[config.mk]
export PLATFORM = sky130hd
export DESIGN_NAME = ci_dot_initiator
export DESIGN_NICKNAME = d
export VERILOG_FILES = /design/src/rtl/ci_pkg.sv /design/src/rtl/ci_watchdog.sv /design/src/rtl/ci_dot_initiator.sv
export SDC_FILE = /design/constraint.sdc
export NUM_CORES = 1
export LEC_CHECK = 0
export BUFFER_PORTS_ARGS = -buffer_cell sky130_fd_sc_hd__buf_2
export CAP_MARGIN = 20
export CORE_AREA = 5 5 127 129
export CTS_CLUSTER_SIZE = 30
export DETAILED_ROUTE_END_ITERATION = 16
export DIE_AREA = 0 0 132 134
export PLACE_DENSITY = 0.75
export SLEW_MARGIN = 20
export SYNTH_ARGS = -nofsm -noshare
export SYNTH_HDL_FRONTEND = slang
export SYNTH_SLANG_ARGS = --single-unit
[constraint.sdc]
create_clock -name clk -period 5.9 [get_ports clk]
set_clock_uncertainty 0.15 [all_clocks]
set_input_delay 1.77 -clock clk [delete_from_list [all_inputs] [get_ports clk]]
set_output_delay 1.77 -clock clk [all_outputs]
set_load 0.005 [all_outputs]
[src/rtl/ci_pkg.sv]
// ============================================================================
// Module      : ci_pkg
// Description : Shared opcodes and state encoding for CI initiators.
// Revision    : 1.0
// ============================================================================
`default_nettype none

package ci_pkg;

    localparam int CI_N_W = 8;

    localparam logic [CI_N_W-1:0] CI_OP_MAC  = 8'd1;
    localparam logic [CI_N_W-1:0] CI_OP_READ = 8'd2;
    localparam logic [CI_N_W-1:0] CI_OP_MUL  = 8'd3;

    typedef logic [2:0] ci_state_t;

    localparam ci_state_t ST_IDLE     = 3'd0;
    localparam ci_state_t ST_FETCH    = 3'd1;
    localparam ci_state_t ST_ISSUE    = 3'd2;
    localparam ci_state_t ST_WAIT     = 3'd3;
    localparam ci_state_t ST_RD_ISSUE = 3'd4;
    localparam ci_state_t ST_RD_WAIT  = 3'd5;
    localparam ci_state_t ST_DRAIN    = 3'd6;
    localparam ci_state_t ST_OUTPUT   = 3'd7;

endpackage

`default_nettype wire

[src/rtl/ci_watchdog.sv]
// ============================================================================
// Module      : ci_watchdog
// Description : Loadable saturating counter with clear/enable and expiry flag.
// Revision    : 1.0
// ============================================================================
`default_nettype none

module ci_watchdog #(
    parameter int WIDTH = 8
) (
    input  logic             clk,
    input  logic             reset_n,
    input  logic             clr,
    input  logic             en,
    input  logic             load,
    input  logic [WIDTH-1:0] load_val,
    input  logic [WIDTH-1:0] limit,
    output logic             expired
);

    logic [WIDTH-1:0] r_count;

    // Clear dominates load; counting stops once the limit is reached.
    always_ff @(posedge clk or negedge reset_n) begin
        if (!reset_n) begin
            r_count <= '0;
        end else if (clr) begin
            r_count <= '0;
        end else if (load) begin
            r_count <= load_val;
        end else if (en && (r_count < limit)) begin
            r_count <= r_count + 1'b1;
        end
    end

    assign expired = (r_count >= limit);

endmodule

`default_nettype wire

[src/rtl/ci_dot_initiator.sv]
// ============================================================================
// Module      : ci_dot_initiator
// Description : Streams operand pairs into a CI MAC responder, returns the dot product.
// Revision    : 1.0
// ============================================================================
`default_nettype none

module ci_dot_initiator
    import ci_pkg::*;
#(
    parameter int DATA_W  = 32,
    parameter int LEN_W   = 16,
    parameter int TMO_CYC = 255
) (
    input  logic              clk,
    input  logic              reset_n,
    input  logic              job_valid,
    output logic              job_ready,
    input  logic [LEN_W-1:0]  job_len,
    input  logic              elem_valid,
    output logic              elem_ready,
    input  logic [DATA_W-1:0] elem_a,
    input  logic [DATA_W-1:0] elem_b,
    output logic              res_valid,
    input  logic              res_ready,
    output logic [DATA_W-1:0] res_data,
    output logic              res_err,
    output logic              ci_clk_en,
    output logic              ci_start,
    output logic [CI_N_W-1:0] ci_n,
    output logic [DATA_W-1:0] ci_dataa,
    output logic [DATA_W-1:0] ci_datab,
    input  logic              ci_done,
    input  logic [DATA_W-1:0] ci_result
);

    localparam logic [7:0]       c_tmo_limit = 8'(TMO_CYC);
    localparam logic [LEN_W-1:0] c_one       = LEN_W'(1);

    ci_state_t        r_state;
    logic [LEN_W-1:0] r_remain;
    logic             r_first;
    logic             r_live;
    logic             w_wd_expired;

    // r_live keeps job_ready low while reset is asserted and for the cycle after.
    assign job_ready  = r_live && (r_state == ST_IDLE);
    assign elem_ready = (r_state == ST_FETCH) || (r_state == ST_DRAIN);
    assign ci_start   = (r_state == ST_ISSUE) || (r_state == ST_RD_ISSUE);
    assign ci_clk_en  = ci_start;
    assign res_valid  = (r_state == ST_OUTPUT);

    ci_watchdog #(
        .WIDTH (8)
    ) u_watchdog (
        .clk      (clk),
        .reset_n  (reset_n),
        .clr      (ci_start),
        .en       ((r_state == ST_WAIT) || (r_state == ST_RD_WAIT)),
        .load     (1'b0),
        .load_val (8'd0),
        .limit    (c_tmo_limit),
        .expired  (w_wd_expired)
    );

    always_ff @(posedge clk or negedge reset_n) begin
        if (!reset_n) begin
            r_state  <= ST_IDLE;
            r_live   <= 1'b0;
            r_remain <= '0;
            r_first  <= 1'b0;
            ci_n     <= '0;
            ci_dataa <= '0;
            ci_datab <= '0;
            res_data <= '0;
            res_err  <= 1'b0;
        end else begin
            r_live <= 1'b1;
            case (r_state)
                ST_IDLE: begin
                    if (job_valid && job_ready) begin
                        r_remain <= job_len;
                        r_first  <= 1'b1;
                        res_err  <= 1'b0;
                        if (job_len == '0) begin
                            res_data <= '0;
                            r_state  <= ST_OUTPUT;
                        end else begin
                            r_state  <= ST_FETCH;
                        end
                    end
                end
                ST_FETCH: begin
                    if (elem_valid) begin
                        ci_dataa <= elem_a;
                        ci_datab <= elem_b;
                        ci_n     <= r_first ? CI_OP_MUL : CI_OP_MAC;
                        r_state  <= ST_ISSUE;
                    end
                end
                ST_ISSUE: r_state <= ST_WAIT;
                ST_WAIT: begin
                    // Done wins over a coincident expiry.
                    if (ci_done) begin
                        r_remain <= r_remain - 1'b1;
                        r_first  <= 1'b0;
                        if (r_remain == c_one) begin
                            ci_n     <= CI_OP_READ;
                            ci_dataa <= '0;
                            ci_datab <= '0;
                            r_state  <= ST_RD_ISSUE;
                        end else begin
                            r_state  <= ST_FETCH;
                        end
                    end else if (w_wd_expired) begin
                        res_err  <= 1'b1;
                        res_data <= '0;
                        r_remain <= r_remain - 1'b1;
                        r_state  <= (r_remain == c_one) ? ST_OUTPUT : ST_DRAIN;
                    end
                end
                ST_RD_ISSUE: r_state <= ST_RD_WAIT;
                ST_RD_WAIT: begin
                    if (ci_done) begin
                        res_data <= ci_result;
                        r_state  <= ST_OUTPUT;
                    end else if (w_wd_expired) begin
                        res_err  <= 1'b1;
                        res_data <= '0;
                        r_state  <= ST_OUTPUT;
                    end
                end
                ST_DRAIN: begin
                    // Discard the pairs of an aborted job so the stream stays aligned.
                    if (r_remain == '0) begin
                        r_state <= ST_OUTPUT;
                    end else if (elem_valid) begin
                        r_remain <= r_remain - 1'b1;
                        if (r_remain == c_one) begin
                            r_state <= ST_OUTPUT;
                        end
                    end
                end
                ST_OUTPUT: begin
                    if (res_ready) begin
                        res_err <= 1'b0;
                        r_state <= ST_IDLE;
                    end
                end
                default: r_state <= ST_IDLE;
            endcase
        end
    end

endmodule

`default_nettype wire

Word-level counts from Yosys, hierarchy flattened
Index checks and enable logic that the tools add are counted.
{"block": "classes", "eq_ne": 23, "n_lt_le_gt_ge": 2, "mux": 47, "n_addsub": 2, "reduce_logical": 22}
{"cell": "$mux 32", "count": 9}
{"cell": "$pmux 32 s2", "count": 2}
{"cell": "$pmux 32 s3", "count": 1}
{"cell": "$mux 16", "count": 5}
{"cell": "$pmux 16 s3", "count": 1}
{"cell": "$mux 8", "count": 5}
{"cell": "$mux 3", "count": 12}
{"cell": "$logic_not 16->1", "count": 2}
{"cell": "$pmux 3 s8", "count": 1}
{"cell": "$eq 16x1->1 const B", "count": 1}
{"cell": "$pmux 8 s2", "count": 1}
{"cell": "$sub 16x1->16 const B", "count": 1}
{"cell": "$eq 3x3->1 const B", "count": 4}
{"cell": "$ne 2x2->1 const B", "count": 6}
{"cell": "$ne 2x1->1 const B", "count": 5}
{"cell": "$reduce_and 5->1", "count": 2}
{"cell": "$ne 3x2->1 const B", "count": 3}
{"cell": "$reduce_bool 3->1", "count": 3}
{"cell": "$add 8x1->8 const B", "count": 1}
{"cell": "$ge 8x8->1 const B", "count": 1}
{"cell": "$lt 8x8->1 const B", "count": 1}
{"cell": "$reduce_and 4->1", "count": 2}
{"cell": "$mux 1", "count": 7}
{"cell": "$reduce_and 7->1", "count": 1}
{"cell": "other kinds (12)", "count": 19}
{"block": "word_totals", "out_inout_bits": 110, "register_bits": 134, "word_cells": 106, "input_bits": 118}

Longest topological paths before layout
{"block": "logic_depth", "ltp_word": 5, "depth_mapped": 9, "mapped_depth_nobuf": 9}

Hierarchy
Synthesis repeated with hierarchy kept, for this count alone.
{"block": "hier_totals", "cells_unflattened": 528, "hier_area_um2": 5914.4}
{"mod": "ci_dot_initiator", "cells_per_inst": 443, "seq_area_each_um2": 3002.9, "area_each_um2": 5163.7, "n_inst": 1}
{"mod": "ci_watchdog", "cells_per_inst": 85, "seq_area_each_um2": 200.2, "area_each_um2": 750.7, "n_inst": 1}

Least setup slack after synthesis
No wires, ideal clock.
{"block": "synth_path", "path_type": "register to output", "startpoint": "register r_state[2]", "endpoint": "output port ci_start", "path_stages_with_launch": 6, "slack_ps": 2684, "required_ps": 3980, "t_arrival_ps": 1296, "n_path_buf": 3, "cell_sequence": "dfrtp_1 > buf_2 > xor2_1 > nor2b_1 > clkbuf_1 > buf_4"}
{"block": "synth_via", "elab_chain_len": 2, "word_cells_on_any_way": 3, "cone_classes": "eq/ne (2); reduce/logical (1)"}
{"element": "start: declaration", "line": "ci_dot_initiator.sv:40", "source": "ci_state_t r_state;"}
{"element": "start signal: assignment", "line": "ci_dot_initiator.sv:119", "source": "r_state <= (r_remain == c_one) ? ST_OUTPUT : ST_DRAIN;"}
{"element": "$eq 3x2->1 or $eq 3x3->1 (tied branches)", "line": "ci_dot_initiator.sv:49", "source": "assign ci_start = (r_state == ST_ISSUE) || (r_state == ST_RD_ISSUE);"}
{"element": "$logic_or 1x1->1 *", "line": "ci_dot_initiator.sv:49"}
{"element": "end: declaration", "line": "ci_dot_initiator.sv:29", "source": "output logic ci_start,"}
Mark *: on every way between the ends. The rest lies on a longest branch, timed or not.

Worst setup path after layout
Same ends and word-level chain as after synthesis.

==> out/metrics.csv <==
metric,value,unit
synth_fa_ha_area_share,1.069,%
synth_top_family_by_area,compound AO/OA/AOI/OAI gates,
slew_headroom,28.60,%
final.min_clock_period,4135,ps
finalSetupViolCount,0,
drc,0,
drtAntennaViolNets,0,
rr_startpoint,r_state[2]$_DFFE_PN0P_,
worst_pin_slew,1071,ps
clkLatencyLatePin,410,ps
period_share,70.08,%
nNetsFinal,930,
synthFlopType,dfrtp_1,
leakagePower,3.943,nW
avgSynthCellArea,9.639,sq um
die_area,17690,sq um
utilization,50.81,%
cts_hold_buf,0,
wl_per_cell,15.21,microns
status,"finished, final reports clean",
drtIter0Drc,414,
synthArstFlopShare,100.0,%
ys_seq_elements,128,
die_y,134,microns
hold_viol,0,
path_clk_slew,60,ps
ys_types,58,
end_kind,output port,
setup_tns,0,ps
path_max_fanout,23,
port_buffers,221,
worst-setup-path-type,reg2out,
setup.worst_path.start,r_state[2]$_DFFE_PN0P_,
fp-row-count,45,
slowest_delay,770,ps
grt_setup_unrepaired,false,
drive_gt1_share,33.29,%
gr-total-overflow,0,
min_from,ci_datab[17]$_DFFE_PN0P_,
core-area,14920,sq um
antenna_found_initial,0,
worstPathRequired,3980,ps
critPathBufInv,1,
netlist_instances,607,
first_global_vias,4873,
grtUsageTotal,16.85,%
cts_htree_levels,4,
postCtsSetupBuffers,0,
cts_repair_resize_count,0,
vias,5134,
arrival,2210,ps
dieWidth,132,microns
synth_compound_area_share,18.73,%
yosysWarnings,0,
clk_path_buf_depth,2,
gp_congestion,0.8592,
synth_edf_count,0,
hpwl,10830,microns
slew_viol_final,0,
cts_tree,done,
cp_slowest_cell,dfrtp_1,
clock-sinks,128,
hold_class,reg2reg,
clockRootBuffer,clkbuf_16,
fmax,241.9,MHz
drt_wl_total,15330,microns
syn_area,5851,sq um
power.density,533.5,nW/um^2
total_power,4.044,mW
first_pass_iters,4,
cp_cell_sequence,"xor2_1, nor2b_1, buf_2",
crit_family,flip-flops,
diodes,0,
area.growth.synth_to_final,29.58,%
start_kind,register,
vias_per_cell,5.093,
start_util,39.21,%
synth.area.mux_share,0.3636,%
synth_simple_gate_area_share,18.28,%
grt_pass1_wl,24600,microns
design_area,7581,sq um
ir_worst_vdd,0.2514,mV
synth_xor_xnor_area_share,1.198,%
drv_cap,0,
grt_max_degree,105,
seq_area_frac_synth,54.75,%
place_area,6975,sq um
numCtsBuffers,17,
pin_count,228,
cell usage in the layout (no fill, tap or decap), types with 6 or more instances in the layout:
cell type,count
buf_2,220
o21ai_0,48
nor2_1,26
clkbuf_16,17
a22o_1,33
a21oi_1,19
conb_1,7
nor3_1,11
dfrtp_1,128
nand3_1,6
nor4_1,6
o21ai_1,40
nand2_1,148
inv_1,7
metrics by stage:
step           hold WS, ps  worst slack, ps  cells
2_1_floorplan        314.5             2684    612
5_1_grt              340.1             1571   1008
3_3_place_gp         307.2             2112    976
3_5_place_dp         314.7             2091    976
6_report             319.6             1765   1008
4_1_cts              327.7             1741   1008
synthesized netlist by cell type (5+ instances only):
cell / n / area [sq um]
dfrtp_1: 128 / 3203
nand2_1: 148 / 555.5
o22ai_1: 5 / 31.28
nand3_1: 6 / 30.03
xnor2_1: 5 / 43.79
a2bb2oi_1: 5 / 43.79
or3_1: 5 / 31.28
clkbuf_1: 18 / 67.56
buf_4: 7 / 52.55
nor4_1: 6 / 37.54
inv_1: 7 / 26.28
buf_2: 16 / 80.08
nor2_1: 27 / 101.4
o21ai_0: 48 / 240.2
buf_6: 8 / 90.09
nor3_1: 11 / 55.05
a21oi_1: 19 / 95.09
ha_1: 5 / 62.56
o21ai_1: 40 / 200.2
a22o_1: 33 / 289.0
tightest hold or removal path, cell delays in order (launching register included):
cell	delay [ps]
dfrtp_1	330
nand2_1	40
o21ai_0	60
cell type report:
type | instances | area [sq um]
fillers | 1389 | 7340
inverters | 8 | 30.03
repair buffers | 225 | 1155
flip-flops and latches | 128 | 3203
clock inverters | 12 | 133.9
well taps | 188 | 235.2
clock buffers | 20 | 456.7
multi-input cells | 427 | 2367
path summary, 6_finish.rpt:
path / end / slack, ps / depth (start not counted)
worst max-delay path: ci_start / 1770 / 3
worst min-delay path: ci_datab[17]$_DFFE_PN0P_ / 320 / 2
worst max register to register: res_data[22]$_DFFE_PN0P_ / 2910 / 5
worst min register to register: ci_datab[17]$_DFFE_PN0P_ / 320 / 2
max in group asynchronous: ci_datab[27]$_DFFE_PN0P_ / 3590 / 2
min in group asynchronous: r_remain[7]$_DFFE_PN0P_ / 1260 / 1
report_power, final:
| part | switching [mW] | internal (mW) | leakage [nW] |
|---|---|---|---|
| logic | 0.876 | 0.641 | 2.00 |
| clock network | 0.391 | 0.646 | 0.286 |
| registers | 0.272 | 1.22 | 1.65 |
routing by layer:
metal	global-route usage (%)	vias up	share of wire [%]
met4	3.486	0	0.61
met5	0	-	0
met1	22.31	2410	44
met2	26.22	207	46
li1	-	2508	-
met3	6.902	9	9.6
flip-flops by register name (all words and copies together), names as in the netlist:
name and cells:
r_first 1, res_data 32, r_live 1, ci_datab 32
u_watchdog.r_count 8, r_remain 16, ci_dataa 32, ci_n 2
res_err 1, r_state 3
cells by family (layout without fill, tap and decap cells):
group	count (synthesis)	in the layout
AO/OA/AOI/OAI	172	172
AND/OR/NAND/NOR	233	233
adder cells (fa/ha/maj)	5	5
other	2	7
XOR/XNOR	8	8
multiplexers	2	2
buffers and inverters	57	265
flip-flops	128	128
Power figures use the tool's default switching activity.
